## src/rtl/cache_pkg.sv

```systemverilog
// Shared op encodings, issuer state type and op filter for the cache request queue.
package cache_pkg;

    localparam logic [7:0] OP_READ  = 8'h72;
    localparam logic [7:0] OP_WRITE = 8'h77;

    typedef enum logic [1:0] {
        IDLE,
        RUN,
        DRAIN,
        DONE
    } req_state_t;

    function automatic logic op_legal(input logic [7:0] op);
        return (op == OP_READ) || (op == OP_WRITE);
    endfunction

endpackage

```

## src/rtl/req_fifo.sv

```systemverilog
// Circular FIFO with wrapping pointers, a separate occupancy count and a registered
// copy of the head entry, so readers see flop outputs only.
module req_fifo #(
    parameter  int DEPTH = 8,
    parameter  int WIDTH = 40,
    localparam int PTR_W = $clog2(DEPTH),
    localparam int OCC_W = $clog2(DEPTH + 1)
) (
    input  logic             clk,
    input  logic             reset,
    input  logic             flush,
    input  logic             push,
    input  logic             pop,
    input  logic [WIDTH-1:0] wdata,
    output logic [WIDTH-1:0] rdata,
    output logic [OCC_W-1:0] count,
    output logic             full,
    output logic             empty
);

    logic [WIDTH-1:0] mem_q [DEPTH];
    logic [PTR_W-1:0] head_q, head_d, tail_q, tail_d;
    logic [OCC_W-1:0] count_q, count_d;
    logic [WIDTH-1:0] rdata_q, rdata_d;
    logic             wr, rd;

    assign full  = (count_q == OCC_W'(DEPTH));
    assign empty = (count_q == '0);
    assign wr    = push && !full && !flush;
    assign rd    = pop && !empty && !flush;
    assign rdata = rdata_q;
    assign count = count_q;

    always_comb begin
        // NOTE: every next-state value is defaulted first so no latch is inferred.
        head_d  = head_q;
        tail_d  = tail_q;
        count_d = count_q;
        rdata_d = rdata_q;
        if (flush) begin
            head_d  = '0;
            tail_d  = '0;
            count_d = '0;
        end else begin
            if (wr) tail_d = tail_q + PTR_W'(1);
            if (rd) head_d = head_q + PTR_W'(1);
            if (wr && !rd)      count_d = count_q + OCC_W'(1);
            else if (rd && !wr) count_d = count_q - OCC_W'(1);
            // Head copy follows the next entry; when the queue runs dry it keeps the last popped value.
            if (rd && (count_q > OCC_W'(1)))
                rdata_d = mem_q[head_q + PTR_W'(1)];
            else if (wr && ((count_q == '0) || (rd && (count_q == OCC_W'(1)))))
                rdata_d = wdata;
        end
    end

    // NOTE: storage is deliberately not reset; only rdata_q is visible and it is reset.
    always_ff @(posedge clk) begin
        if (wr) mem_q[tail_q] <= wdata;
    end

    // NOTE: sequential state uses non-blocking assignments so all flops update together.
    always_ff @(posedge clk or posedge reset) begin
        if (reset) begin
            head_q  <= '0;
            tail_q  <= '0;
            count_q <= '0;
            rdata_q <= '0;
        end else begin
            head_q  <= head_d;
            tail_q  <= tail_d;
            count_q <= count_d;
            rdata_q <= rdata_d;
        end
    end

endmodule

```

## src/rtl/cache_req_queue.sv

```systemverilog
// Trace request buffer in front of cache_engine: filters illegal ops, queues entries,
// issues one per cycle and tracks end-of-trace with issue/drop statistics.
module cache_req_queue
    import cache_pkg::*;
#(
    parameter int DEPTH      = 8,
    parameter int IN_ADDR_W  = 32,
    parameter int OUT_ADDR_W = 48,
    parameter int CNT_W      = 12
) (
    input  logic                         clk,
    input  logic                         reset,
    input  logic                         start,
    input  logic                         flush,
    input  logic                         in_valid,
    output logic                         in_ready,
    input  logic [IN_ADDR_W-1:0]         in_addr,
    input  logic [7:0]                   in_op,
    input  logic                         in_last,
    output logic                         out_valid,
    input  logic                         out_ready,
    output logic [OUT_ADDR_W-1:0]        out_addr,
    output logic [7:0]                   out_op,
    output logic [$clog2(DEPTH+1)-1:0]   count,
    output logic                         full,
    output logic                         empty,
    output logic [CNT_W-1:0]             issued_reads,
    output logic [CNT_W-1:0]             issued_writes,
    output logic [CNT_W-1:0]             dropped,
    output logic                         done
);

    localparam int ENT_W = IN_ADDR_W + 8;

    req_state_t             state_q, state_d;
    logic [CNT_W-1:0]       reads_q, reads_d, writes_q, writes_d, dropped_q, dropped_d;
    logic                   accept, legal, push, pop;
    logic [ENT_W-1:0]       head_ent;
    logic [IN_ADDR_W-1:0]   head_addr;

    assign legal  = op_legal(in_op);
    assign accept = in_valid && in_ready;
    assign push   = accept && legal;
    assign pop    = out_valid && out_ready;

    req_fifo #(
        .DEPTH (DEPTH),
        .WIDTH (ENT_W)
    ) u_fifo (
        .clk   (clk),
        .reset (reset),
        .flush (flush),
        .push  (push),
        .pop   (pop),
        .wdata ({in_addr, in_op}),
        .rdata (head_ent),
        .count (count),
        .full  (full),
        .empty (empty)
    );

    assign head_addr = head_ent[ENT_W-1:8];
    assign out_op    = head_ent[7:0];
    assign out_addr  = OUT_ADDR_W'(head_addr);
    assign out_valid = !empty;
    // Gated by reset so the handshake stays quiet while reset is held.
    assign in_ready  = !reset && !full && ((state_q == IDLE) || (state_q == RUN));
    assign done      = (state_q == DONE);

    assign issued_reads  = reads_q;
    assign issued_writes = writes_q;
    assign dropped       = dropped_q;

    always_comb begin
        state_d   = state_q;
        reads_d   = reads_q;
        writes_d  = writes_q;
        dropped_d = dropped_q;
        if (!flush) begin
            if (pop && (out_op == OP_READ) && (reads_q != '1))   reads_d  = reads_q + CNT_W'(1);
            if (pop && (out_op == OP_WRITE) && (writes_q != '1)) writes_d = writes_q + CNT_W'(1);
            if (accept && !legal && (dropped_q != '1))           dropped_d = dropped_q + CNT_W'(1);
        end
        unique case (state_q)
            IDLE:  if (accept && !flush) state_d = in_last ? DRAIN : RUN;
            RUN:   if (accept && !flush && in_last) state_d = DRAIN;
            DRAIN: if (count == '0) state_d = DONE;
            DONE: begin
                if (start) begin
                    state_d   = IDLE;
                    reads_d   = '0;
                    writes_d  = '0;
                    dropped_d = '0;
                end
            end
            default: state_d = IDLE;
        endcase
    end

    always_ff @(posedge clk or posedge reset) begin
        if (reset) begin
            state_q   <= IDLE;
            reads_q   <= '0;
            writes_q  <= '0;
            dropped_q <= '0;
        end else begin
            state_q   <= state_d;
            reads_q   <= reads_d;
            writes_q  <= writes_d;
            dropped_q <= dropped_d;
        end
    end

endmodule

```

## config.mk

```make
export PLATFORM = sky130hd
export DESIGN_NAME = cache_req_queue
export DESIGN_NICKNAME = d
export VERILOG_FILES = /design/src/rtl/cache_pkg.sv /design/src/rtl/req_fifo.sv /design/src/rtl/cache_req_queue.sv
export SDC_FILE = /design/constraint.sdc
export NUM_CORES = 1
export LEC_CHECK = 0
export ABC_AREA = 1
export BUFFER_PORTS_ARGS = -buffer_cell sky130_fd_sc_hd__buf_2
export CAP_MARGIN = 20
export CELL_PAD_IN_SITES_DETAIL_PLACEMENT = 0
export CELL_PAD_IN_SITES_GLOBAL_PLACEMENT = 1
export CORE_UTILIZATION = 53
export CTS_BUF_LIST = sky130_fd_sc_hd__clkbuf_8
export DETAILED_ROUTE_END_ITERATION = 8
export PLACE_DENSITY = 0.95
export SLEW_MARGIN = 20
export SYNTH_ARGS = -nofsm -noshare
export SYNTH_HDL_FRONTEND = slang
export SYNTH_SLANG_ARGS = --single-unit
```

## constraint.sdc

```tcl
create_clock -name clk -period 12.9 [get_ports clk]
set_clock_uncertainty 0.2 [all_clocks]
set_input_delay 3.87 -clock clk [delete_from_list [all_inputs] [get_ports clk]]
set_output_delay 3.87 -clock clk [all_outputs]
set_load 0.01 [all_outputs]
```

Word-level counts from Yosys, hierarchy flattened. Memories as Yosys holds them, arrays and structs flattened. Cells that the tools add are included.

Equal/unequal tests: 16. Order comparisons: 1. Divide/modulo/power cells: 0. Shift operators: 0. Add/subtract/negate cells: 7. Multiplexer cells: 29. Bitwise gates (word level): 1. Reductions and logical operators: 40. Multipliers: 0.

Operators with widths (count): 12-bit two-way mux (12); 40-bit two-way mux (2); 12-bit by 1-bit adder with 12-bit output, second input constant (3); 12-bit inequality test, second input constant (3); 8-bit by 7-bit == test with 1-bit output, second input constant (4); 1-bit logical AND (22); 3-bit two-way mux (4); 4-bit two-way mux (3); 2-bit two-way mux (5); 2-bit case mux with 4 select lines (1); 1-bit zero test (7); 3-bit by 1-bit adder with 3-bit output, second input constant (2); 2-bit by 1-bit inequality test with 1-bit output, second input constant (3); 2-bit nonzero test (3); 4-bit by 1-bit adder with 4-bit output, second input constant (1); 2-bit == test, second input constant (2); 4-bit by 1-bit == test with 1-bit output, second input constant (1); 4-bit == test, second input constant (1); 4-bit by 1-bit greater-than comparator with 1-bit output, second input constant (1); 4-bit zero test (1); 4-bit AND reduction (1); 4-bit by 1-bit subtractor with 4-bit output, second input constant (1); 1-bit logical OR (3); 3-bit nonzero test (1); other kinds (6) (7).

Bits in latches: 0. Flip-flop bits (word level): 88. Output and inout port bits: 101. Bits in read-only memories: 0. Word-level logic and storage cells: 103. Bits in writable memories: 320. Memories kept: 1.

Memories: u_fifo.mem_q (words 8, width 40, read ports 1, clocked after Yosys merged registers in 0, write ports 1, RTL line req_fifo.sv:21) `logic [WIDTH-1:0] mem_q [DEPTH];`.

Depth between registers and ports, before layout.
Depth after elaboration: 13. Depth in mapped cells: 12.

Hierarchy. From an unflattened synthesis, not the netlist that was laid out.

Cell total of the unflattened synthesis: 2014. Area, all modules: 18705.4 µm².

Modules (own cells, without submodules): req_fifo (instances 1, cells each 1618, area an instance 16017.9 µm²); cache_req_queue (instances 1, cells each 396, area an instance 2687.6 µm²).

Worst setup path before layout. OpenSTA, ideal clock, no wires.

Path type: in2out. Start: in reset. End: out in_ready. Data required time: 8.830 ns. Arrival: 4.187 ns. Stages: 3. Path slack: 4.643 ns. Cells stage by stage: nor2_1 nand2_1 inv_1.

Cells in the longest elaborated chain, start to end: 3.

RTL lines: from (decl) (RTL line cache_req_queue.sv:12) `input logic reset,`; 1-bit zero test (no line); 1-bit logical AND (2 in a row) (RTL line cache_req_queue.sv:67) `assign in_ready = !reset && !full && ((state_q == IDLE) || (state_q == RUN));`; to (decl) (RTL line cache_req_queue.sv:16) `output logic in_ready,`.

No other way between the ends.

Worst setup path in the final report. Same ends and word-level chain as after synthesis.

==> results.py <==
metrics = {
    "outcome": {
        "status": "complete, no violations",
    },
    "cts": {
        "cts_setup_buffers": 0,
        "clkSinkCount": 408,
        "insertion_delay_ns": 0.59,
        "cts_tree": "yes",
        "clockBufferDepth": 3,
        "cts_resized": 0,
        "numCtsBuffers": 67,
        "clk_pin_slew_worst_paths_ns": 0.06,
        "h-tree-depth": 3,
        "postCtsHoldBufs": 0,
        "root_buffer": "clkbuf_8",
    },
    "place": {
        "dp_cells": 2114,
        "place_area_sq_um": 18480,
        "gp_congestion": 0.8026,
        "numPortBuffers": 131,
        "dpl.hpwl_microns": 21400,
    },
    "grt": {
        "grt_max_degree": 122,
        "grt_pass1_wl_microns": 60620,
        "grt_overflow": 0,
        "grt_pass1_vias": 11700,
        "antenna_found_initial": 0,
        "grt_use_total_pct": 23.18,
    },
    "timing": {
        "rsz0062_at_grt": "false",
        "layout_worst_path_cycle_share_pct": 65.80,
        "setup_viol": 0,
        "setup_tns_ns": 0,
        "relSlewSlack_pct": 27.35,
        "period_needed_ns": 8.488,
        "tightestPinTransition_ns": 1.090,
        "hold_viol_final": 0,
        "clock.fmax_mhz": 117.8,
        "drv_slew": 0,
    },
    "floorplan": {
        "die_w_microns": 183.6,
        "die_h_microns": 183.6,
        "dieArea_sq_um": 33710,
        "initial_core_util_pct": 53.85,
        "fp.coreArea_sq_um": 32450,
        "io_pins": 148,
        "placementRows": 66,
    },
    "synth": {
        "async_flop_share_pct": 21.57,
        "yosysTopAreaCellShare_pct": 54.98,
        "avgSynthCellArea_sq_um": 10.90,
        "synth_area_sq_um": 17480,
        "synth_commonest_cells": "320 x edfxtp_1, 283 x nand2_1, 187 x o21ai_0, 167 x nor2_1, 141 x inv_1",
        "ys_seq_area_share_pct": 67.58,
        "ys_warn_count": 0,
        "synth_largest_area_cell": "edfxtp_1",
        "synth_seq_cells": 408,
        "yosysMostFrequentCell": "edfxtp_1",
        "synth_top_flop_cell": "edfxtp_1",
        "synth_cell_type_count": 40,
        "synth_edf_count": 320,
        "synthTopCellsByArea": "edfxtp_1 55%, dfrtp_1 13%, nand2_1 6.1%",
        "syn_inst": 1603,
    },
    "power_and_ir_drop": {
        "power.density_nw_per_um2": 183.9,
        "leakage_nw": 7.891,
        "power.total_w": 0.003619,
        "ir_drop_v": 0.0001067,
    },
    "worst_hold_path": {
        "hold_path.class": "reg2reg",
    },
    "worst_setup_path": {
        "startpoint_type": "primary input",
        "endpoint_kind": "output port",
        "cp.arrival_ns": 4.42,
        "cp_max_fo": 3,
        "worst-endpoint-required_ns": 8.83,
        "path_class": "in2out",
        "rrSetupSlack_ns": 9.35,
    },
    "layout": {
        "nNetsFinal": 1801,
        "fillers": 2587,
        "syn2layout_area_growth_pct": 12.60,
        "layoutNonFillerInstCount": 2235,
        "drive_gt1_share_pct": 14.62,
        "design_area_sq_um": 19680,
    },
    "routing": {
        "drt-initial-drc-count": 898,
        "wl_per_cell_microns": 17.08,
        "drt-total-wl_microns": 38170,
        "drtAntennaViolNets": 0,
        "route.vias.total": 12028,
        "route.detailed.drc": 0,
        "viasPerCell": 5.382,
        "firstDrtPassIters": 6,
    },
    "run": {
        "maxCapViolCount": 0,
    },
}
cell families after synthesis:
group	Yosys count	synth area share (%)
and+or+nand+nor	529	12.39
DFF	408	67.58
AOI/OAI and AO/OA	401	12.71
buffers and inverters	242	5.856
adders and majority gates	13	0.9307
xor gates and xnor gates	8	0.4439
other	1	0.02146
muxes	1	0.05728
path summary, 6_finish.rpt:
kind | from | end | cells past startpoint
setup / recovery | reset | in_ready | 5
hold / removal | u_fifo.rdata[20] | u_fifo.rdata[20] | 2
setup reg to reg | u_fifo.head_q[0] | u_fifo.rdata[12] | 8
hold reg to reg | u_fifo.rdata[20] | u_fifo.rdata[20] | 2
max in group asynchronous | reset | u_fifo.head_q[0] | 3
min in group asynchronous | reset | u_fifo.count[1] | 2
final cells by class:
cell class	instances	area (sq um)	share of cell area [%]
diodes	1	2.502	0.01272
clock buffers	72	991.0	5.036
clock inverters	48	210.2	1.068
inverters	147	554.3	2.817
multi-input cells	968	4762	24.20
flip-flops and latches	408	11820	60.04
well taps	442	553.0	2.810
repair buffers	149	790.8	4.018
power by group:
| group | internal, W | switching (W) |
|---|---|---|
| logic | 0.000345 | 0.000646 |
| registers | 0.00152 | 0.000101 |
| clock network | 0.000516 | 0.000494 |
cells in the final DEF, fill, tap and decap left out, types with 4 or more instances in the layout:
| master | count |
|---|---|
| edfxtp_1 | 320 |
| nand2_1 | 283 |
| o21ai_0 | 187 |
| nor2_1 | 167 |
| inv_1 | 167 |
| buf_2 | 131 |
| dfrtp_1 | 87 |
| a21oi_1 | 84 |
| clkbuf_8 | 72 |
| o211ai_1 | 69 |
| o21ai_1 | 39 |
| nand3_1 | 33 |
| buf_4 | 18 |
| conb_1 | 16 |
| o22ai_1 | 12 |
| ha_1 | 12 |
| nand4_1 | 11 |
| clkinv_1 | 10 |
| nor3_2 | 8 |
| nor3_1 | 7 |
| inv_2 | 7 |
| o21a_1 | 5 |
| clkinv_2 | 5 |
| nor2_2 | 4 |
| xnor2_1 | 4 |
flip-flops by register name, summed over array words and instances, names as in the netlist:
name,cells
u_fifo.head_q,3
state_q,2
u_fifo.tail_q,3
u_fifo.count,4
dropped,12
u_fifo.mem_q,320
issued_writes,12
issued_reads,12
u_fifo.rdata,40
critical path, stage by stage:
cell and delay [ns]:
buf_2 0.12, nor2_1 0.19, nand2_1 0.07, inv_1 0.05, buf_2 0.11
routing by layer:
layer	track usage, %	vias to the layer above	wire [microns]
met1	30.62	5746	15850
met2	38.89	430	18860
li1	-	5801	-
met5	0	-	0
met4	6.933	0	595
met3	4.536	51	2860
metrics by stage:
step | hold slack [ns] | setup slack, ns | util (%)
after detailed placement | 0.2602 | 4.407 | 56.93
after floorplan | 0.2570 | 4.643 | -
final | 0.2705 | 4.412 | 60.64
after CTS | 0.2757 | 4.399 | 60.63
after global routing | 0.2926 | 4.319 | 60.63
after global placement | 0.2564 | 4.391 | 56.93
Power figures use the tool's default switching activity.
